File: src/rtl/pipelined_carry_select_adder_pkg.sv
// pipelined_carry_select_adder_pkg: shared arithmetic constants and slice record
//   WIDTH_D      default operand width
//   SLICE_D      default bits resolved per pipeline stage
//   slice_rec_t  conditional slice sums/carries {s0, s1, c0, c1}
package pipelined_carry_select_adder_pkg;
    localparam int WIDTH_D = 16;
    localparam int SLICE_D = 4;
    typedef struct packed {
        logic [SLICE_D-1:0] s0;
        logic [SLICE_D-1:0] s1;
        logic               c0;
        logic               c1;
    } slice_rec_t;
endpackage

File: src/rtl/pipelined_carry_select_adder_csa_slice.sv
// csa_slice: conditional sums of one slice for carry-in 0 and carry-in 1
//   a, b    slice operands
//   s0, c0  sum and carry out assuming carry-in 0
//   s1, c1  sum and carry out assuming carry-in 1
module csa_slice #(
    parameter int SLICE = 4
) (
    input  logic [SLICE-1:0] a,
    input  logic [SLICE-1:0] b,
    output logic [SLICE-1:0] s0,
    output logic             c0,
    output logic [SLICE-1:0] s1,
    output logic             c1
);
    assign {c0, s0} = {1'b0, a} + {1'b0, b};
    assign {c1, s1} = {1'b0, a} + {1'b0, b} + (SLICE+1)'(1);
endmodule

File: src/rtl/pipelined_carry_select_adder.sv
// pipelined_carry_select_adder: elastic carry-select adder, one slice resolved per stage
//   clk, rst              clock, synchronous active-high reset
//   in_valid, in_ready    operand handshake
//   a, b, cin             operands and carry in
//   out_valid, out_ready  result handshake
//   sum, cout, overflow   a + b + cin, unsigned carry out, signed overflow
module pipelined_carry_select_adder
    import pipelined_carry_select_adder_pkg::*;
#(
    parameter int WIDTH = WIDTH_D,
    parameter int SLICE = SLICE_D
) (
    input  logic             clk,
    input  logic             rst,
    input  logic             in_valid,
    output logic             in_ready,
    input  logic [WIDTH-1:0] a,
    input  logic [WIDTH-1:0] b,
    input  logic             cin,
    output logic             out_valid,
    input  logic             out_ready,
    output logic [WIDTH-1:0] sum,
    output logic             cout,
    output logic             overflow
);
    localparam int NSTG = WIDTH / SLICE;

    slice_rec_t [NSTG-1:0] pre;
    logic                  v  [NSTG];
    logic [WIDTH-1:0]      r  [NSTG];
    logic                  c  [NSTG];
    slice_rec_t [NSTG-1:0] q  [NSTG];
    logic                  am [NSTG];
    logic                  bm [NSTG];
    logic [NSTG:0]         ld;

    for (genvar j = 0; j < NSTG; j++) begin : g_pre
        csa_slice #(.SLICE(SLICE)) u_slice (
            .a  (a[j*SLICE +: SLICE]),
            .b  (b[j*SLICE +: SLICE]),
            .s0 (pre[j].s0),
            .c0 (pre[j].c0),
            .s1 (pre[j].s1),
            .c1 (pre[j].c1)
        );
    end

    // A stage can load if it is empty or everything downstream of it moves,
    // so ready ripples back combinationally from out_ready.
    always_comb begin
        ld[NSTG] = out_ready;
        for (int k = NSTG - 1; k >= 0; k--)
            ld[k] = ~v[k] | ld[k+1];
    end

    assign in_ready = ld[0] & ~rst;

    for (genvar k = 0; k < NSTG; k++) begin : g_stg
        logic                  pv;
        logic                  pc;
        logic [SLICE-1:0]      ps;
        logic [WIDTH-1:0]      pr;
        slice_rec_t [NSTG-1:0] pq;
        logic                  pa;
        logic                  pb;
        if (k == 0) begin : g_in
            assign pv = in_valid & in_ready;
            assign ps = cin ? pre[0].s1 : pre[0].s0;
            assign pc = cin ? pre[0].c1 : pre[0].c0;
            assign pr = '0;
            assign pq = pre;
            assign pa = a[WIDTH-1];
            assign pb = b[WIDTH-1];
        end else begin : g_mid
            assign pv = v[k-1];
            assign ps = c[k-1] ? q[k-1][k].s1 : q[k-1][k].s0;
            assign pc = c[k-1] ? q[k-1][k].c1 : q[k-1][k].c0;
            assign pr = r[k-1];
            assign pq = q[k-1];
            assign pa = am[k-1];
            assign pb = bm[k-1];
        end
        // Data only moves with a valid token, so a stalled or drained last
        // stage keeps its result on the outputs.
        always_ff @(posedge clk) begin
            if (rst) begin
                v[k]  <= 1'b0;
                r[k]  <= '0;
                c[k]  <= 1'b0;
                q[k]  <= '0;
                am[k] <= 1'b0;
                bm[k] <= 1'b0;
            end else if (ld[k]) begin
                v[k] <= pv;
                if (pv) begin
                    r[k]  <= pr | (WIDTH'(ps) << (SLICE * k));
                    c[k]  <= pc;
                    q[k]  <= pq;
                    am[k] <= pa;
                    bm[k] <= pb;
                end
            end
        end
    end

    assign out_valid = v[NSTG-1];
    assign sum       = r[NSTG-1];
    assign cout      = c[NSTG-1];
    assign overflow  = (am[NSTG-1] == bm[NSTG-1]) & (sum[WIDTH-1] != am[NSTG-1]);
endmodule

File: config.mk
export PLATFORM = sky130hd
export DESIGN_NAME = pipelined_carry_select_adder
export DESIGN_NICKNAME = d
export VERILOG_FILES = /design/src/rtl/pipelined_carry_select_adder_pkg.sv /design/src/rtl/pipelined_carry_select_adder_csa_slice.sv /design/src/rtl/pipelined_carry_select_adder.sv
export SDC_FILE = /design/constraint.sdc
export NUM_CORES = 1
export LEC_CHECK = 0
export CORE_ASPECT_RATIO = 1.5
export CORE_UTILIZATION = 40
export CTS_CLUSTER_DIAMETER = 40
export DETAILED_ROUTE_END_ITERATION = 12
export GPL_TIMING_DRIVEN = 0
export SLEW_MARGIN = 0
export SYNTH_ARGS = -nofsm -noshare
export SYNTH_HDL_FRONTEND = slang
export SYNTH_SLANG_ARGS = --single-unit
File: constraint.sdc
create_clock -name clk -period 4.7 [get_ports clk]
set_clock_uncertainty 0.1 [all_clocks]
set_input_delay 1.41 -clock clk [delete_from_list [all_inputs] [get_ports clk]]
set_output_delay 1.41 -clock clk [all_outputs]
set_load 0.05 [all_outputs]
# Yosys cells after proc, flatten, opt, wreduce, memory -nomap -nowiden
# Memory sizes are Yosys's and may differ from the RTL's.
# Cells that the tools add are included.
word_totals:
  latch_bits: 0
  output_inout_bits: 20
  inputBits: 37
  ramBits: 240
  romBits: 0
  reg_bits: 0
  elab_cells: 117
  n_memories: 6
op_classes:
  n_mux: 62
  magnitude_cmp: 0
  bitwise_logic: 39
  eq_ne: 2
  div: 0
  n_reduce_logical: 0
  n_addsub: 8
  multipliers: 0
  n_shift: 0
mem_list:
  columns: ["memory", "words", "word_bits", "rd", "rd_ports_with_merged_regs", "write_ports", "line", "text"]
  rows:
  - ["q", 4, 40, 3, 0, 4, "pipelined_carry_select_adder.sv:32", "slice_rec_t [NSTG-1:0] q [NSTG];"]
  - ["r", 4, 16, 4, 0, 4, "pipelined_carry_select_adder.sv:30", "logic [WIDTH-1:0] r [NSTG];"]
  - ["am", 4, 1, 4, 0, 4, "pipelined_carry_select_adder.sv:33", "logic am [NSTG];"]
  - ["bm", 4, 1, 4, 0, 4, "pipelined_carry_select_adder.sv:34", "logic bm [NSTG];"]
  - ["c", 4, 1, 4, 0, 4, "pipelined_carry_select_adder.sv:31", "logic c [NSTG];"]
  - ["v", 4, 1, 4, 0, 4, "pipelined_carry_select_adder.sv:29", "logic v [NSTG];"]
ops:
  columns: ["op", "n"]
  rows:
  - ["$mux 40", 4]
  - ["$mux 16", 4]
  - ["$mux 1", 50]
  - ["$or 1x1->1", 28]
  - ["$add 4x4->5", 4]
  - ["$add 5x1->5 const B", 4]
  - ["$mux 4", 4]
  - ["$or 16x12->16", 1]
  - ["$or 16x16->16", 1]
  - ["$or 16x8->16", 1]
  - ["$not 1->1", 5]
  - ["$and 1x1->1", 3]
  - ["$eq 1x1->1", 1]
  - ["$ne 1x1->1", 1]

# Logic depth before layout (Yosys ltp)
# Gate-level depths: netlist of run 1.
# An unclocked memory read counts as a cell.
depth:
  ltp_word: 13
  depth_mapped: 8
  depth_no_buf: 8

# Modules after synthesis
# Synthesis of run 1 repeated with hierarchy kept, for this count alone.
unflattened:
  hier_cells: 427
  hier_area_um2: 5878.1
by_module_without_submodules:
  columns: ["mod", "cells_each", "n_inst", "area_each_um2"]
  rows:
  - ["pipelined_carry_select_adder", 342, 1, 5078.6]
  - ["csa_slice at g_pre[0].u_slice ...", 20, 3, 195.2]
  - ["csa_slice at g_pre[3].u_slice", 25, 1, 214.0]

# Worst setup path after synthesis of run 1
# No wires, ideal clock.
synth_timing:
  path_kind: "input port to output port"
  from: "input port out_ready"
  to: "output port in_ready"
  cell_stages: 2
  arrival_ps: 1990
  slack_ps: 1200
  required_time_ps: 3190
  path_cell_list: "and4b_4 > a21oi_4"
synth_between:
  elab_chain_cells: 5
synth_lines:
  columns: ["item", "line", "text"]
  rows:
  - ["start, declared", "pipelined_carry_select_adder.sv:21", "input logic out_ready,"]
  - ["$or 1x1->1 (4 in series)", "pipelined_carry_select_adder.sv:53", "ld[k] = ~v[k] | ld[k+1];"]
  - ["$and 1x1->1", "pipelined_carry_select_adder.sv:56", "assign in_ready = ld[0] & ~rst;"]
  - ["end, declared", "pipelined_carry_select_adder.sv:16", "output logic in_ready,"]
# Every way passes these cells.

# Worst setup path in the final report of run 1
# Same ends and word-level chain as after synthesis.

==> metrics, run 1 <==
outcome finished, final reports clean; Site Rows 51; final setup fails 0; Slowest cell on crit path dlygate4sd2_1; Syn Inst Count 380; WL met3 approximately 310 µm; EDFF count, synth roughly 120; I/O Buffers 56; Hold WC Path Type reg -> reg; via count 2912; Top Layer Used met4; Slew HR 0.290; router iterations before antenna repair 4; startpoint types input pin; Critical Path RT approximately 3.2 ns; first-pass GRT wire length ~12000 µm; cell area after layout approximately 6600 µm²; worst path bufs/invs 2; Clock Sinks 116; post-synth net total roughly 440; starting DRC count in detailed routing 62; register area share after synthesis 0.659; Final GP Congestion ~0.8; crit-path leading delay family buffers and inverters; RSZ-0062 raised after global routing no; vias in the first global route 2802; Cell variety after synth 41; total power approximately 2700 µW; Highest Clock Rate 0.225 GHz; initial antenna violation count 0; period utilization 0.946; IO Count 57; P_leak approximately 0.0027 µW; CP cell instances clkdlybuf4s50_1 -> and4b_4 -> a21oi_4 -> dlygate4sd2_1; Mapped Area about 5300 µm²; die width ~96 µm; Max Slew Vio Count 0; WL met1 between 2000 and 3000 µm; Register Area about 3500 µm²; CP endpoint kind primary output; share of synthesized registers carrying an async set or reset 0; Die Ht 143 µm; P&R area growth vs syn 25.5%; final wirelength 7000 µm; H-tree Lvls 4; Tmin final around 4.4 ns; Crit path arrival time between 2 and 3 ns; hold slack 0.414 ns; core region area 13000 µm²; area leader, netlist edfxtp_1; Hold Fails Final Rpt 0; Clock Latency Late Sink about 0.40 ns; Clock Path Buffers 2; Synth area leaders edfxtp_1 (66%), and2_1 (5.6%), ha_1 (4.7%); layout cells sized above 1 0.103; CP max stage delay 0.55 ns; Vias/cell between 4 and 5; diodes inserted 0; number of fillers in the final layout roughly 1100; worst vdd ir 208 µV; Routed WL per cell 11.2 µm; Placed Area slightly above 6000 µm²; largest net degree at the start of global routing 38; die area about 14000 µm²; worst-margin pin slew 1.06 ns; Final #Nets roughly 520; max-capacitance violation count 0; YS warnings 0; antenna viol nets, final 0; setup TNS 0 ns; global route overflow 0; critical path type in -> out; pwr dens 412 nW/µm²; critical path peak fanout 5; Seq cells post-synth between 100 and 150; HPWL Detailed ~5400 µm; Primary FF master, synth edfxtp_1; post-synth top area share 0.659; CTS Root Cell clkbuf_16; Synth top cells by count edfxtp_1 (116), and2_1 (47), and3_1 (31); synthesized area per cell ~14 µm²; area of the multi-input gates 1660 µm²; clock-pin slew on the worst setup and hold paths around 0.050 ns; GRT Total Usage 0.118; Core Util, Final 0.512; met2 WL ~3900 µm; Initial Utilization 0.408; CTS Buf Count 17; drc violations 0; count leader, synth edfxtp_1; CTS tree yes
==> area by class of cell <==
cell class                      count  share of cell area
Buffer                             17              0.0134
Clock inverter                     14              0.0243
Clock buffer                       18              0.0647
Multi-Input combinational cell    234               0.250
Sequential cell                   116               0.525
Inverter                           13             0.00773
Timing Repair Buffer               56              0.0843
Tap cell                          159              0.0300
==> through the flow <==
| step | instances | setup slack (ns) |
|---|---|---|
| 6_report | 627 | 0.256 |
| 5_1_grt | 627 | 0.175 |
| 4_1_cts | 627 | 0.251 |
| 3_5_place_dp | 595 | -0.0210 |
| 3_3_place_gp | 595 | -0.00638 |
| 2_1_floorplan | 380 | 1.20 |
==> timing repair <==
action | in CTS | in global routing
hold endpoints to repair | 0 | 0
buffers inserted | 0 | 0
resized for setup | 1 | 0
endpoints found under the setup margin | 1 | 0
hold buffers | 0 | 0
==> routing by layer <==
| layer | vias to the layer above | GRT usage |
|---|---|---|
| li1 | 1536 | - |
| met1 | 1301 | 0.107 |
| met2 | 63 | 0.220 |
| met3 | 12 | 0.0421 |
| met4 | 0 | 0.0628 |
| met5 | - | 0 |
==> power by group <==
| group | leakage [µW] | total, µW | switching [µW] | internal (µW) |
|---|---|---|---|---|
| Combinational | 0.00116 | 258 | 145 | 112 |
| Clock | 0.000271 | 1250 | 420 | 826 |
| Sequential | 0.00123 | 1230 | 14.5 | 1220 |
| Total | 0.00266 | 2740 | 580 | 2160 |
==> final timing paths <==
| check | startpoint | to | slack [ns] | depth (start not counted) |
|---|---|---|---|---|
| setup reg to reg | v[3] | q[0][76] | 2.22 | 3 |
| setup / recovery | out_ready | in_ready | 0.26 | 4 |
| hold reg to reg | q[0][76] | q[1][36] | 0.41 | 1 |
| hold / removal | q[0][76] | q[1][36] | 0.41 | 1 |
==> cell families (layout without fill, tap and decap cells) <==
logic type	Yosys count	in the layout	share of synthesized area
mux	21	21	0.0400
buf+inv	30	118	0.0265
compound gates	27	27	0.0341
xor+xnor	7	7	0.0116
simple gates	155	155	0.166
flops	116	116	0.659
fa+ha+maj	24	24	0.0625
==> state kept, by name (all words and copies together), names as in the netlist <==
signal	flops
r	40
am	4
bm	4
c	4
q	60
v	4
==> cells in the final DEF (no fill, tap or decap), types with 2 or more instances in the layout <==
master	instances
nor2_1	30
xor2_1	4
nand3_1	7
a21oi_1	11
and2_1	47
buf_2	4
nand2_1	10
ha_1	20
o21ai_0	4
clkinv_1	3
buf_1	3
nand2b_1	3
or2_2	5
clkdlybuf4s50_1	55
a21o_1	6
nor3b_1	2
clkbuf_1	6
nor3_1	3
xnor2_1	3
mux2i_1	20
or3_1	2
nand3b_1	2
nor2b_1	2
nor4_1	2
clkbuf_16	17
nand4_1	5
buf_4	3
fa_1	4
o31a_1	2
edfxtp_1	116
and3_1	31
inv_1	12
bufinv_16	3
clkinvlp_4	5
==> worst register-to-register path, stage by stage, from the launching register on <==
cell,delay [ns]
edfxtp_1,0.45
nand4b_1,0.35
clkbuf_1,0.32
a21o_1,0.88
(Power assumes the default switching activity.)
==> inputs of run 2 (changes only) <==
--- a/config.mk
+++ b/config.mk
@@ -10,7 +10,7 @@
 export CTS_CLUSTER_DIAMETER = 40
 export DETAILED_ROUTE_END_ITERATION = 12
 export GPL_TIMING_DRIVEN = 0
-export SLEW_MARGIN = 0
 export SYNTH_ARGS = -nofsm -noshare
 export SYNTH_HDL_FRONTEND = slang
+export SYNTH_HIERARCHICAL = 1
 export SYNTH_SLANG_ARGS = --single-unit
==> run 2 against run 1 <==
  * Critical path depth up 2
  * Die area up 11%
  * Combinational power up 30%
  * Non-clock buffer count up 19
  * Via count up 16%
==> metrics, run 2 <==
worst-margin pin slew 0.886 ns (-0.178 ns); Primary FF master, synth edfxtp_1; HPWL Detailed 7090 µm (+30%); layout cells sized above 1 0.186 (+0.0831); biggest registers after layout q: 60 flops, r: 40 flops; starting DRC count in detailed routing 159 (+160%); vias in the first global route 3300 (+18%); Hold WC Path Type reg -> reg; Int Pwr 2210 µW (+2.5%); largest family of logic cells by synthesized area simple AND/OR/NAND/NOR gates; most frequent cells in the layout edfxtp_1 (116), nor3b_1 (57), clkdlybuf4s50_1 (54); largest net degree at the start of global routing 22 (-42%); initial antenna violation count 0 (unchanged); Synth Area in Compound Gates 0.0890 (+0.0549); Synth Area in XOR/XNOR 0.0349 (+0.0233); P_leak 0.00273 µW (+2.4%); final wirelength 9120 µm (+30%); Placed Cells 677 (+14%); final setup fails 0 (unchanged); via count 3374 (+16%); worst path bufs/invs 4 (+2); die width 101 µm (+5.4%); Slew HR 0.409 (+0.119); critical path type in -> out; Seq cells post-synth 116 (unchanged); Critical Path RT 3.19 ns (about the same); pwr dens 389 nW/µm² (-5.8%); Vias/cell 4.76 (+2.5%); Cell variety after synth 35 (-15%); Initial Utilization 0.414 (+0.00631); Post-Synth Adder-Cell Area 0.0562 (-0.00632); Routed WL per cell 12.9 µm (+15%); Synth area leaders edfxtp_1 (59%), nor3b_1 (7.3%), a211oi_2 (4.3%); period utilization 0.947 (about the same); global route overflow 0 (unchanged); core region area 14200 µm² (+9.6%); Synth Area in Simple Gates 0.122 (-0.0436); critical path peak fanout 10 (+5); Layout Cells excl Fill 709 (+13%); share of synthesized registers carrying an async set or reset 0 (unchanged); Die Ht 150 µm (+5.4%); Top reg by flops q; worst vdd ir 224 µV (+7.7%); antenna viol nets, final 0 (unchanged); CTS Buf Count 17 (unchanged); Comb power frac 0.118 (+0.024); RSZ-0062 raised after global routing no; H-tree Lvls 4 (unchanged); max-capacitance violation count 0 (unchanged); outcome finished, final reports clean; startpoint types input pin; sequential power share 0.433 (-0.017); commonest non-fill, non-tap cell in the layout edfxtp_1; CTS Root Cell clkbuf_16; Syn Inst Count 427 (+12%); die area 15200 µm² (+11%); EDFF count, synth 116 (unchanged); Clock Latency Late Sink 0.40 ns (about the same); max reg flops 60 (unchanged); Mapped Area 5880 µm² (+11%); Site Rows 53 (+3.9%); Clock Path Buffers 2 (unchanged); GRT Total Usage 0.133 (+0.0155); Hold Fails Final Rpt 0 (unchanged); post-synth net total 488 (+11%); CP endpoint kind primary output; Final #Nets 565 (+9.5%); area leader, netlist edfxtp_1; CTS tree yes; Core Util, Final 0.518 (+0.00631); clock power share 0.449 (-0.007); P&R area growth vs syn 25.1%; Hold Buf Count CTS 0 (unchanged); switch share 0.227 (+0.0145); post-synth top area share 0.593 (-0.0667); post-synthesis mux area share 0.0415 (+0.00149); diodes inserted 0 (unchanged); router iterations before antenna repair 4 (unchanged); setup TNS 0 ns (unchanged); number of fillers in the final layout 1289 (+15%); Slowest cell on crit path clkdlybuf4s50_1; Setup Buffers After CTS 0 (unchanged); Final GP Congestion 0.787 (-1.2%); Crit path arrival time 2.94 ns (about the same); Clock Sinks 116 (unchanged); drc violations 0 (unchanged); synthesized area per cell 13.8 µm² (-1.0%); CP cell instances clkdlybuf4s50_1 -> and4b_4 -> buf_6 -> buf_6 -> a21oi_1 -> clkbuf_2; clock-pin slew on the worst setup and hold paths 0.05 ns (about the same); first-pass GRT wire length 15200 µm (+27%); Synth top cells by count edfxtp_1 (116), nor3b_1 (57), inv_1 (44); Highest Clock Rate 0.225 GHz (about the same); Max Slew Vio Count 0 (unchanged); Tmin final 4.45 ns (+0.00431 ns); YS warnings 6 (+6); Worst path most repeated cell buf_6; I/O Buffers 55 (-1.8%); crit-path leading delay family buffers and inverters; CP max stage delay 0.51 ns (-0.04 ns); IO Count 57 (unchanged); register area share after synthesis 0.593 (-0.0667); Psw 648 µW (+12%); count leader, synth edfxtp_1
[run 2: changes by cell type after synthesis, sizes merged, moves of 5 or more]
cell	change
and3	-31
buf	+14
inv	+31
or2	-6
nor2	-26
nand4	-5
and2	-47
a211oi	+37
xnor2	+9
nor3b	+58
nand2	-8
a21oi	-6
nor3	+12
[run 2: worst paths after layout]
path	to	depth (start not counted)	slack, ns	start
worst max register to register	q[0][71]	5	2.46	v[1][0]
worst max-delay path	in_ready	6	0.25	out_ready
worst min-delay path	q[0][64]	1	0.47	q[0][24]
worst min register to register	q[0][64]	1	0.47	q[0][24]
[run 2: routing by layer]
metal	routed length [µm]	vias to the layer above	global-route usage
li1	-	1727	-
met1	3430	1550	0.128
met2	5160	81	0.252
met3	327	16	0.0371
met4	199	0	0.0717
met5	0	-	0
[run 2: per-stage QoR]
stage / instance area [µm²] / setup slack (ns) / power (µW) / hold WS [ns]
final: 7360 / 0.251 / 2860 / 0.468
after global routing: 7360 / 0.193 / 2970 / 0.491
after global placement: 6670 / -1.08 / 1590 / 0.466
after detailed placement: 6750 / -0.265 / 1600 / 0.452
after CTS: 7360 / 0.00121 / 2880 / 0.473
after floorplan: 5880 / 0.0526 / 1500 / 0.437
[run 2: what timing repair did]
| action | in CTS | in global routing |
|---|---|---|
| pin swaps | 0 | 0 |
| setup endpoints to repair | 1 | 1 |
| resized for setup | 1 | 2 |
[run 2: cell families after synthesis]
kind of cell,Yosys count
DFF,116
and+or+nand+nor,106
buffers and inverters,78
AOI/OAI and AO/OA,59
muxes,24
adders and majority gates,24
xor gates and xnor gates,20
[run 2: area by class of cell]
cell class / instances / area [µm²] / share of cell area
buffer: 34 / 208 / 0.0282
clock buffer: 17 / 425 / 0.0578
clock inverter: 15 / 183 / 0.0248
inverter: 44 / 165 / 0.0225
multi-input combinational: 233 / 2050 / 0.278
sequential: 116 / 3480 / 0.474
tap: 192 / 240 / 0.0327
timing repair buffer: 58 / 603 / 0.0820
[run 2: power groups by stage]
stage | Sequential [µW] | Clock [µW] | Combinational, µW
final | 1240 | 1280 | 336
after global routing | 1240 | 1350 | 375
after CTS | 1240 | 1300 | 343
after detailed placement | 1260 | 0 | 341
after global placement | 1260 | 0 | 328
after floorplan | 1280 | 0 | 223
